$ cat config.mk
export PLATFORM = sky130hd
export DESIGN_NAME = mips_multicycle_core
export DESIGN_NICKNAME = d
export VERILOG_FILES = /design/src/rtl/mips_multicycle_core.sv
export SDC_FILE = /design/constraint.sdc
export NUM_CORES = 2
export LEC_CHECK = 0
export CAP_MARGIN = 20
export CORE_UTILIZATION = 40
export DETAILED_ROUTE_END_ITERATION = 8
export GPL_TIMING_DRIVEN = 0
export HOLD_SLACK_MARGIN = 0.12
export PLACE_DENSITY_LB_ADDON = 0.25
export SYNTH_ARGS = -nofsm -noshare
export SYNTH_HDL_FRONTEND = slang
export SYNTH_SLANG_ARGS = --single-unit
export TNS_END_PERCENT = 30
$ cat constraint.sdc
create_clock -name CLK -period 11.35 [get_ports CLK]
set_input_delay 2.27 -clock CLK [delete_from_list [all_inputs] [get_ports CLK]]
set_output_delay 2.27 -clock CLK [all_outputs]
set_load 0.01 [all_outputs]
$ cat src/rtl/mips_multicycle_core.sv
// Multi-cycle MIPS core: shared ALU, 32x32 register file and one unified
// instruction/data memory port with a req/ready handshake (assumes ADDR_W <= 32).
module mips_multicycle_core #(
    parameter int                ADDR_W   = 32,
    parameter logic [ADDR_W-1:0] RESET_PC = '0
) (
    input  logic              CLK,
    input  logic              Reset,
    output logic              mem_req,
    output logic              mem_we,
    output logic [ADDR_W-1:0] mem_addr,
    output logic [31:0]       mem_wdata,
    input  logic [31:0]       mem_rdata,
    input  logic              mem_ready,
    output logic [ADDR_W-1:0] pc,
    output logic              instr_done,
    output logic              illegal_instr
);
    typedef enum logic [3:0] {
        FETCH, DECODE, MEMADR, MEMRD, MEMWB, MEMWR,
        EXEC, ALUWB, ADDIEX, ADDIWB, BRANCH, JUMP
    } state_t;

    localparam logic [2:0] ALU_AND = 3'b000, ALU_OR  = 3'b001, ALU_ADD = 3'b010,
                           ALU_SUB = 3'b110, ALU_SLT = 3'b111;
    localparam logic [5:0] OP_R = 6'h00, OP_LW = 6'h23, OP_SW = 6'h2B,
                           OP_BEQ = 6'h04, OP_ADDI = 6'h08, OP_J = 6'h02;

    state_t      state;
    logic [31:0] ir, a, b, alu_out, mdr;
    logic [31:0] regs [32];

    logic [5:0]  op, funct;
    logic [4:0]  rs, rt, rd;
    logic [31:0] imm, rs_val, rt_val;

    assign op     = ir[31:26];
    assign rs     = ir[25:21];
    assign rt     = ir[20:16];
    assign rd     = ir[15:11];
    assign funct  = ir[5:0];
    assign imm    = {{16{ir[15]}}, ir[15:0]};
    assign rs_val = regs[rs];
    assign rt_val = regs[rt];

    logic [2:0] funct_op;
    logic       funct_ok, legal;

    always_comb begin
        funct_op = ALU_ADD;
        funct_ok = 1'b1;
        case (funct)
            6'h20:   funct_op = ALU_ADD;
            6'h22:   funct_op = ALU_SUB;
            6'h24:   funct_op = ALU_AND;
            6'h25:   funct_op = ALU_OR;
            6'h2A:   funct_op = ALU_SLT;
            default: funct_ok = 1'b0;
        endcase
        case (op)
            OP_R:                                 legal = funct_ok;
            OP_LW, OP_SW, OP_BEQ, OP_ADDI, OP_J:  legal = 1'b1;
            default:                              legal = 1'b0;
        endcase
    end

    // Single ALU: operands steered by state (PC+4, branch target, address, execute, compare)
    logic [31:0] alu_x, alu_z, alu_y;
    logic [2:0]  alu_op;

    always_comb begin
        alu_x  = 32'(pc);
        alu_z  = 32'd4;
        alu_op = ALU_ADD;
        case (state)
            DECODE:         alu_z = {imm[29:0], 2'b00};
            MEMADR, ADDIEX: begin alu_x = a; alu_z = imm; end
            EXEC:           begin alu_x = a; alu_z = b; alu_op = funct_op; end
            BRANCH:         begin alu_x = a; alu_z = b; alu_op = ALU_SUB; end
            default:        ;
        endcase
        alu_y = alu_x + alu_z;
        case (alu_op)
            ALU_AND: alu_y = alu_x & alu_z;
            ALU_OR:  alu_y = alu_x | alu_z;
            ALU_SUB: alu_y = alu_x - alu_z;
            ALU_SLT: alu_y = {31'd0, $signed(alu_x) < $signed(alu_z)};
            default: alu_y = alu_x + alu_z;
        endcase
    end

    logic [31:0]       pc_ext, jump_full;
    logic [ADDR_W-1:0] jump_target, branch_target;

    assign pc_ext        = 32'(pc);
    assign jump_full     = {pc_ext[31:28], ir[25:0], 2'b00};
    assign jump_target   = jump_full[ADDR_W-1:0];
    assign branch_target = (alu_y == 32'd0) ? alu_out[ADDR_W-1:0] : pc;

    // Every transition back to FETCH issues the next fetch request on the same edge,
    // so only the first fetch after reset spends a cycle raising mem_req.
    always_ff @(posedge CLK) begin
        if (Reset) begin
            state         <= FETCH;
            pc            <= RESET_PC;
            ir            <= '0;
            a             <= '0;
            b             <= '0;
            alu_out       <= '0;
            mdr           <= '0;
            mem_req       <= 1'b0;
            mem_we        <= 1'b0;
            mem_addr      <= RESET_PC;
            mem_wdata     <= '0;
            instr_done    <= 1'b0;
            illegal_instr <= 1'b0;
            for (int i = 0; i < 32; i++) regs[i] <= '0;
        end else begin
            instr_done    <= 1'b0;
            illegal_instr <= 1'b0;
            case (state)
                FETCH: begin
                    if (!mem_req) begin
                        mem_req  <= 1'b1;
                        mem_we   <= 1'b0;
                        mem_addr <= pc;
                    end else if (mem_ready) begin
                        ir      <= mem_rdata;
                        pc      <= alu_y[ADDR_W-1:0];
                        mem_req <= 1'b0;
                        state   <= DECODE;
                    end
                end
                DECODE: begin
                    a       <= rs_val;
                    b       <= rt_val;
                    alu_out <= alu_y;
                    if (!legal) begin
                        illegal_instr <= 1'b1;
                        mem_req       <= 1'b1;
                        mem_addr      <= pc;
                        state         <= FETCH;
                    end else begin
                        case (op)
                            OP_LW, OP_SW: state <= MEMADR;
                            OP_R:         state <= EXEC;
                            OP_BEQ:       state <= BRANCH;
                            OP_ADDI:      state <= ADDIEX;
                            default:      state <= JUMP;
                        endcase
                    end
                end
                MEMADR: begin
                    alu_out  <= alu_y;
                    mem_req  <= 1'b1;
                    mem_addr <= alu_y[ADDR_W-1:0];
                    mem_we   <= (op == OP_SW);
                    if (op == OP_SW) begin
                        mem_wdata <= b;
                        state     <= MEMWR;
                    end else begin
                        state <= MEMRD;
                    end
                end
                MEMRD: begin
                    if (mem_ready) begin
                        mdr     <= mem_rdata;
                        mem_req <= 1'b0;
                        state   <= MEMWB;
                    end
                end
                MEMWB: begin
                    if (rt != 5'd0) regs[rt] <= mdr;
                    instr_done <= 1'b1;
                    mem_req    <= 1'b1;
                    mem_addr   <= pc;
                    state      <= FETCH;
                end
                MEMWR: begin
                    if (mem_ready) begin
                        instr_done <= 1'b1;
                        mem_we     <= 1'b0;
                        mem_addr   <= pc;
                        state      <= FETCH;
                    end
                end
                EXEC: begin
                    alu_out <= alu_y;
                    state   <= ALUWB;
                end
                ALUWB: begin
                    if (rd != 5'd0) regs[rd] <= alu_out;
                    instr_done <= 1'b1;
                    mem_req    <= 1'b1;
                    mem_addr   <= pc;
                    state      <= FETCH;
                end
                ADDIEX: begin
                    alu_out <= alu_y;
                    state   <= ADDIWB;
                end
                ADDIWB: begin
                    if (rt != 5'd0) regs[rt] <= alu_out;
                    instr_done <= 1'b1;
                    mem_req    <= 1'b1;
                    mem_addr   <= pc;
                    state      <= FETCH;
                end
                BRANCH: begin
                    pc         <= branch_target;
                    instr_done <= 1'b1;
                    mem_req    <= 1'b1;
                    mem_addr   <= branch_target;
                    state      <= FETCH;
                end
                JUMP: begin
                    pc         <= jump_target;
                    instr_done <= 1'b1;
                    mem_req    <= 1'b1;
                    mem_addr   <= jump_target;
                    state      <= FETCH;
                end
                default: begin
                    mem_req <= 1'b0;
                    state   <= FETCH;
                end
            endcase
        end
    end
endmodule

==> impl_metrics.yaml <==
yosys:
  syn_area_per_cell_um2: 12.6
  syn-cell-area_um2: 68700
  synth.distinct_cells: 96
  synth_warnings: 0
  ys_ff_latch: 1288
  async_reset_ff_frac: 0
  synth_edf_count: 1024
  ys.flop_type: "edfxtp_1"
  ys_seq_area_frac: 0.525
  synthCells: 5442
cells_and_area:
  mostFrequentLayoutCells: "nor2_1 (1,215), edfxtp_1 (1,024), mux4_2 (640)"
  fillers: 15100
  area_delta_synth_final_pct: 15.5
  fin_util: 0.467
  final_nets: 6001
  drive_above_1_share: 0.188
  final_common_cell: "nor2_1"
  stdcell_count: 8200
cts:
  cts.sinks: 1288
  cts_setup_buffers: 0
  cts-root-buf: "clkbuf_16"
  cts-hold-fix-buffers: 0
  htree_levels: 4
  cts_buffers: 142
  cts.reportedPaths.clkPinSlew_ns: 0.06
  cts_tree: "yes"
  ctsResizeCount: 0
  insertion_delay_ns: 0.82
  clock_path_buffers: 3
setup_path:
  cp.required_ns: 12.04
  critPathBufInv: 6
  cpLargestDelayFamily: "simple AND/OR/NAND/NOR gates"
  crit_arrival_ns: 9.69
  max_stage_delay_ns: 0.91
  critPathSlowestCell: "buf_1"
  worstSetupEndpointType: "register"
  start_kind: "register"
  crit_fanout: 10
  crit_type: "register to register"
  path_cells: "clkbuf_1 -> xnor2_1 -> nor3_1 -> or2_2 -> clkbuf_1 -> buf_1 -> mux2_2 -> inv_1 -> ha_1 -> inv_1 -> fa_1 -> nor2b_1 -> o31a_1 -> o21bai_1 -> o41ai_2 -> a31o_2 -> a221oi_2 -> a2bb2oi_1 -> nand3_1 -> nand4bb_1 -> nor4_4 -> buf_6 -> mux2_1 -> a211oi_1"
sta:
  holdWs_ns: 0.451
  rsz0062_at_grt: "false"
  max_freq_mhz: 111
  period_needed_ns: 9.01
  final_hold_viol_count: 0
  slew_violations: 0
  clock_skew_ns: 0.0420
  slew_headroom: 0.0740
  worst_pin_slew_ns: 1.35
  min_period_over_period: 0.794
  setup_viol: 0
  setup_tns_ns: 0
job:
  maxCapViolations: 0
placement:
  dp.cells: 7920
  gp_congestion: 0.997
  portBuffers: 133
  dp_hpwl_mm: 220
die:
  num_rows: 151
  die_width_um: 416
  core_area_um2: 170000
  pin_count: 135
  fp.dieH_um: 416
  initial_utilization: 0.404
  dieArea_um2: 173000
global_route:
  grt_util_all_layers: 0.334
  globalRouteOverflowTotal: 0
  grt_max_degree: 33
  grt_pass1_vias: 51000
  antenna_found_initial: 10
  grt_pass1_wl_mm: 398
detailed_routing:
  vias_per_cell: 6.58
  via_count: 53900
  drt-initial-drc-count: 9585
  first_pass_iters: 9
  drc_errors: 6
  wl_per_cell_um: 35.9
  postRouteAntennaNets: 0
  finalWirelength_mm: 294
pwr:
  power.leakage_nw: 25.2
  power_density_nw_per_um2: 181
  irDropWorstVdd_uv: 174
  total_power_mw: 14.3
run_status:
  status: "finished, violations left"
  violations: "design-rule violations"
worst_hold_path:
  hold_class: "register to register"
-- metrics by stage --
step	worst slack, ns	area (um2)
4_1_cts	2.74	79000
5_1_grt	2.25	79300
2_1_floorplan	5.23	68800
3_5_place_dp	2.79	74600
6_report	2.34	79300
3_3_place_gp	2.87	72900
-- cell type report --
| type | instances | area, um2 | share of cell area |
|---|---|---|---|
| inverters | 117 | 439 | 0.00554 |
| clock inverters | 69 | 583 | 0.00735 |
| diodes | 6 | 15.0 | 0.000189 |
| well taps | 2218 | 2780 | 0.0350 |
| plain buffers | 530 | 2070 | 0.0261 |
| flip-flops and latches | 1288 | 36000 | 0.454 |
| clock buffers | 183 | 3810 | 0.0480 |
| multi-input cells | 3538 | 30300 | 0.382 |
| repair buffers | 251 | 3260 | 0.0411 |
-- report_power, final --
group / switching, mW / total (mW) / internal, mW
clock network: 2.03 / 4.54 / 2.51
registers: 0.342 / 5.74 / 5.40
logic: 2.52 / 4.05 / 1.53
total: 4.89 / 14.3 / 9.44
-- sequential cells by signal, summed over array words and instances (netlist names) --
name and flops:
mem_req 1, a 32, pc 32, b 32, illegal_instr 1, mem_wdata 32
instr_done 1, mem_we 1, alu_out 32, mem_addr 32, state 4, regs 1024
ir 32, mdr 32
-- metal layers --
metal	global-route usage	share of wire	up-vias	wire [um]
li1	-	-	21300	-
met1	0.430	0.36	27300	105000
met2	0.491	0.43	4351	128000
met3	0.106	0.14	974	40300
met4	0.199	0.070	12	20700
met5	0.00250	0.00057	-	167
-- worst register-to-register path, cell delays in order, from the launching register on --
cell,delay [ns]
dfxtp_1,0.38
clkbuf_1,0.39
xnor2_1,0.15
nor3_1,0.77
or2_2,0.25
clkbuf_1,0.36
buf_1,0.91
mux2_2,0.48
inv_1,0.09
ha_1,0.23
inv_1,0.08
fa_1,0.46
nor2b_1,0.18
o31a_1,0.32
o21bai_1,0.28
o41ai_2,0.19
a31o_2,0.33
a221oi_2,0.27
a2bb2oi_1,0.71
nand3_1,0.18
nand4bb_1,0.31
nor4_4,0.68
buf_6,0.29
mux2_1,0.38
a211oi_1,0.22
-- path summary, 6_finish.rpt --
check,startpoint,slack [ns],end,cells after the start
max,state[1],2.34,pc[30],24
min reg2reg,mem_wdata[25],0.45,mem_wdata[25],2
max reg2reg,state[1],2.34,pc[30],24
min,mem_wdata[25],0.45,mem_wdata[25],2
-- logic make-up after synthesis --
| family | count (synthesis) | synth area share |
|---|---|---|
| mux | 819 | 0.238 |
| other cells | 1 | 0.0000546 |
| flops | 1288 | 0.525 |
| compound gates | 697 | 0.0708 |
| xor+xnor | 23 | 0.00293 |
| simple gates | 1869 | 0.109 |
| fa+ha+maj | 98 | 0.0181 |
| buf+inv | 647 | 0.0363 |
-- cell usage after synthesis, types with 15 or more instances --
library cell / number / area, um2
clkbuf_1: 436 / 1640
mux2_4: 20 / 300
a41oi_2: 17 / 277
nor3_1: 45 / 225
ha_1: 96 / 1200
inv_1: 115 / 432
nand2b_1: 15 / 93.8
a21oi_1: 221 / 1110
nor2b_1: 17 / 106
mux4_2: 640 / 14400
buf_2: 25 / 125
buf_1: 63 / 236
dfxtp_1: 264 / 5290
o22ai_1: 20 / 125
nand2_1: 470 / 1760
mux2_2: 36 / 405
a211oi_1: 83 / 623
a221oi_1: 44 / 385
nand3_1: 19 / 95.1
edfxtp_1: 1024 / 30700
mux2i_1: 114 / 1140
o21ai_0: 106 / 531
xnor2_1: 20 / 175
a31oi_1: 32 / 200
nor2_1: 1215 / 4560
No activity file was read; power rests on OpenSTA's default activity.
==> edit: new RTL, same settings <==
`ADDR_W`: 32 -> 16. Comments in the files are not updated.
--- a/src/rtl/mips_multicycle_core.sv
+++ b/src/rtl/mips_multicycle_core.sv
@@ -2,5 +2,5 @@
 // instruction/data memory port with a req/ready handshake (assumes ADDR_W <= 32).
 module mips_multicycle_core #(
-    parameter int                ADDR_W   = 32,
+    parameter int                ADDR_W   = 16,
     parameter logic [ADDR_W-1:0] RESET_PC = '0
 ) (
Ports: changed (resized mem_addr and pc); port bits go from 135 to 103. The function was not compared with the original's and may differ.
==> edit against the unedited design <==
  * Critical path type unchanged
  * First-iteration DRC count fell by 33%
  * Die area decreased by 2.7%
  * Design area down 4.0%
  * Routed wire length decreased by 21%
  * Setup slack better by 620 ps
  * Area after synthesis decreased by 2.7%
  * Sequential cell count fell by 32
  * Total power is 15% lower
  * Largest cell class unchanged
==> edit: results (changes against the unedited design) <==
Static Leak 24.4 nW (-3.3%); slowest cell delay on critical path 680 ps (-230 ps); Area after DPL 71300 µm² (-4.5%); worst hold slack 455 ps (+3.67 ps); final setup margin 2960 ps (+621 ps); min-delay src mem_wdata[4]; Routed met1 length 88.6 mm (-16%); drt total wl 233 mm (-21%); via density per instance 6.10 (-7.2%); worst slack, placed 3160 ps (+367 ps); fin cells 7877 (-3.9%); clk_skew 75.8 ps (+33.8 ps); register area share after synthesis 53.0% (+0.48 points); post-synthesis mux area share 23.9% (+0.089 points); register area 35400 µm² (-1.8%); Compound-Gate Fraction of Synth Area 6.39% (-0.69 points); post-synthesis xor/xnor area fraction 0.236% (-0.057 points); vias in the first global route 46100 (-9.5%); drt initial violations 6409 (-33%); status completed; Commonest cells post-synth 1206 x nor2_1, 1024 x edfxtp_1, 640 x mux4_2, 420 x nand2_1, 404 x clkbuf_1; final-layout fill cell count 14796 (-2.2%); Post-CTS Setup Bufs 0 (unchanged); sw frac 28.5% (-5.7 points); CTS root buf clkbuf_16; initial antenna violation count 3 (-7); Final nets 5704 (-4.9%); async set-reset flop share out of synthesis 0% (unchanged); GRT met3 Usage 5.08% (-5.5 points); CP max-delay cell nor3_1; Top reg by flops regs; met1 usage 35.9% (-7.1 points); layout cells sized above 1 17.5% (-1.3 points); Flop+latch power 5.38 mW (-6.3%); CTS buffer count 142 (unchanged); first-pass GRT wire length 328 mm (-18%); r2r worst-path depth 21 (-13%); largest net degree at the start of global routing 33 (unchanged); Worst slew margin 20.5% (+13 points); ranking of synthesized cells by area edfxtp_1 46%, mux4_2 22%, dfxtp_1 6.9%; met2 Track Usage GR 45.3% (-3.8 points); Total Routing Usage GR 27.3% (-6.0 points); Cells after Synth 5254 (-3.5%); crit path to pc[13]; Comb. pwr 2.10 mW (-48%); WL met2 112 mm (-12%); unique cell type count in the Yosys netlist 87 (-9.4%); Worst Hold End mem_wdata[4]; Worst R2R Setup Slack 2960 ps (+620 ps); Worst Setup SP state[3]; placed cell count 7603 (-4.0%); maximum clock path buffer count 3 (unchanged); PortBufs 100 (-25%); post-route total power 12.2 mW (-15%); adder-cell area share of the yosys netlist 1.86% (+0.050 points); Met3 Wirelength 24.1 mm (-40%); CP arrival 9110 ps (-580 ps); hpwl dp 189 mm (-14%); RePlAce Congestion 0.972 (-2.5%); worst vdd ir 138 µV (-21%)
==> edit: cell count changes after synthesis, moves of 13 or more <==
cell,unedited run,this run
a221oi_1,44,25
a21oi_1,221,204
mux2_4,20,4
a41oi_2,17,0
o21ai_0,106,81
clkbuf_1,436,404
nand2_1,470,420
buf_1,63,81
a211oi_1,83,104
and2_1,13,44
dfxtp_1,264,232
a22oi_1,7,26
o22ai_1,20,6
a222oi_1,13,0
==> edit: cell type report <==
| cell class | instances | share of cell area [%] |
|---|---|---|
| diodes | 1 | 0.00329 |
| well taps | 2189 | 3.60 |
| inverters | 110 | 0.542 |
| multi-input cells | 3415 | 38.5 |
| repair buffers | 142 | 2.18 |
| flip-flops and latches | 1256 | 46.5 |
| plain buffers | 504 | 2.56 |
| clock buffers | 186 | 5.04 |
| clock inverters | 74 | 1.15 |
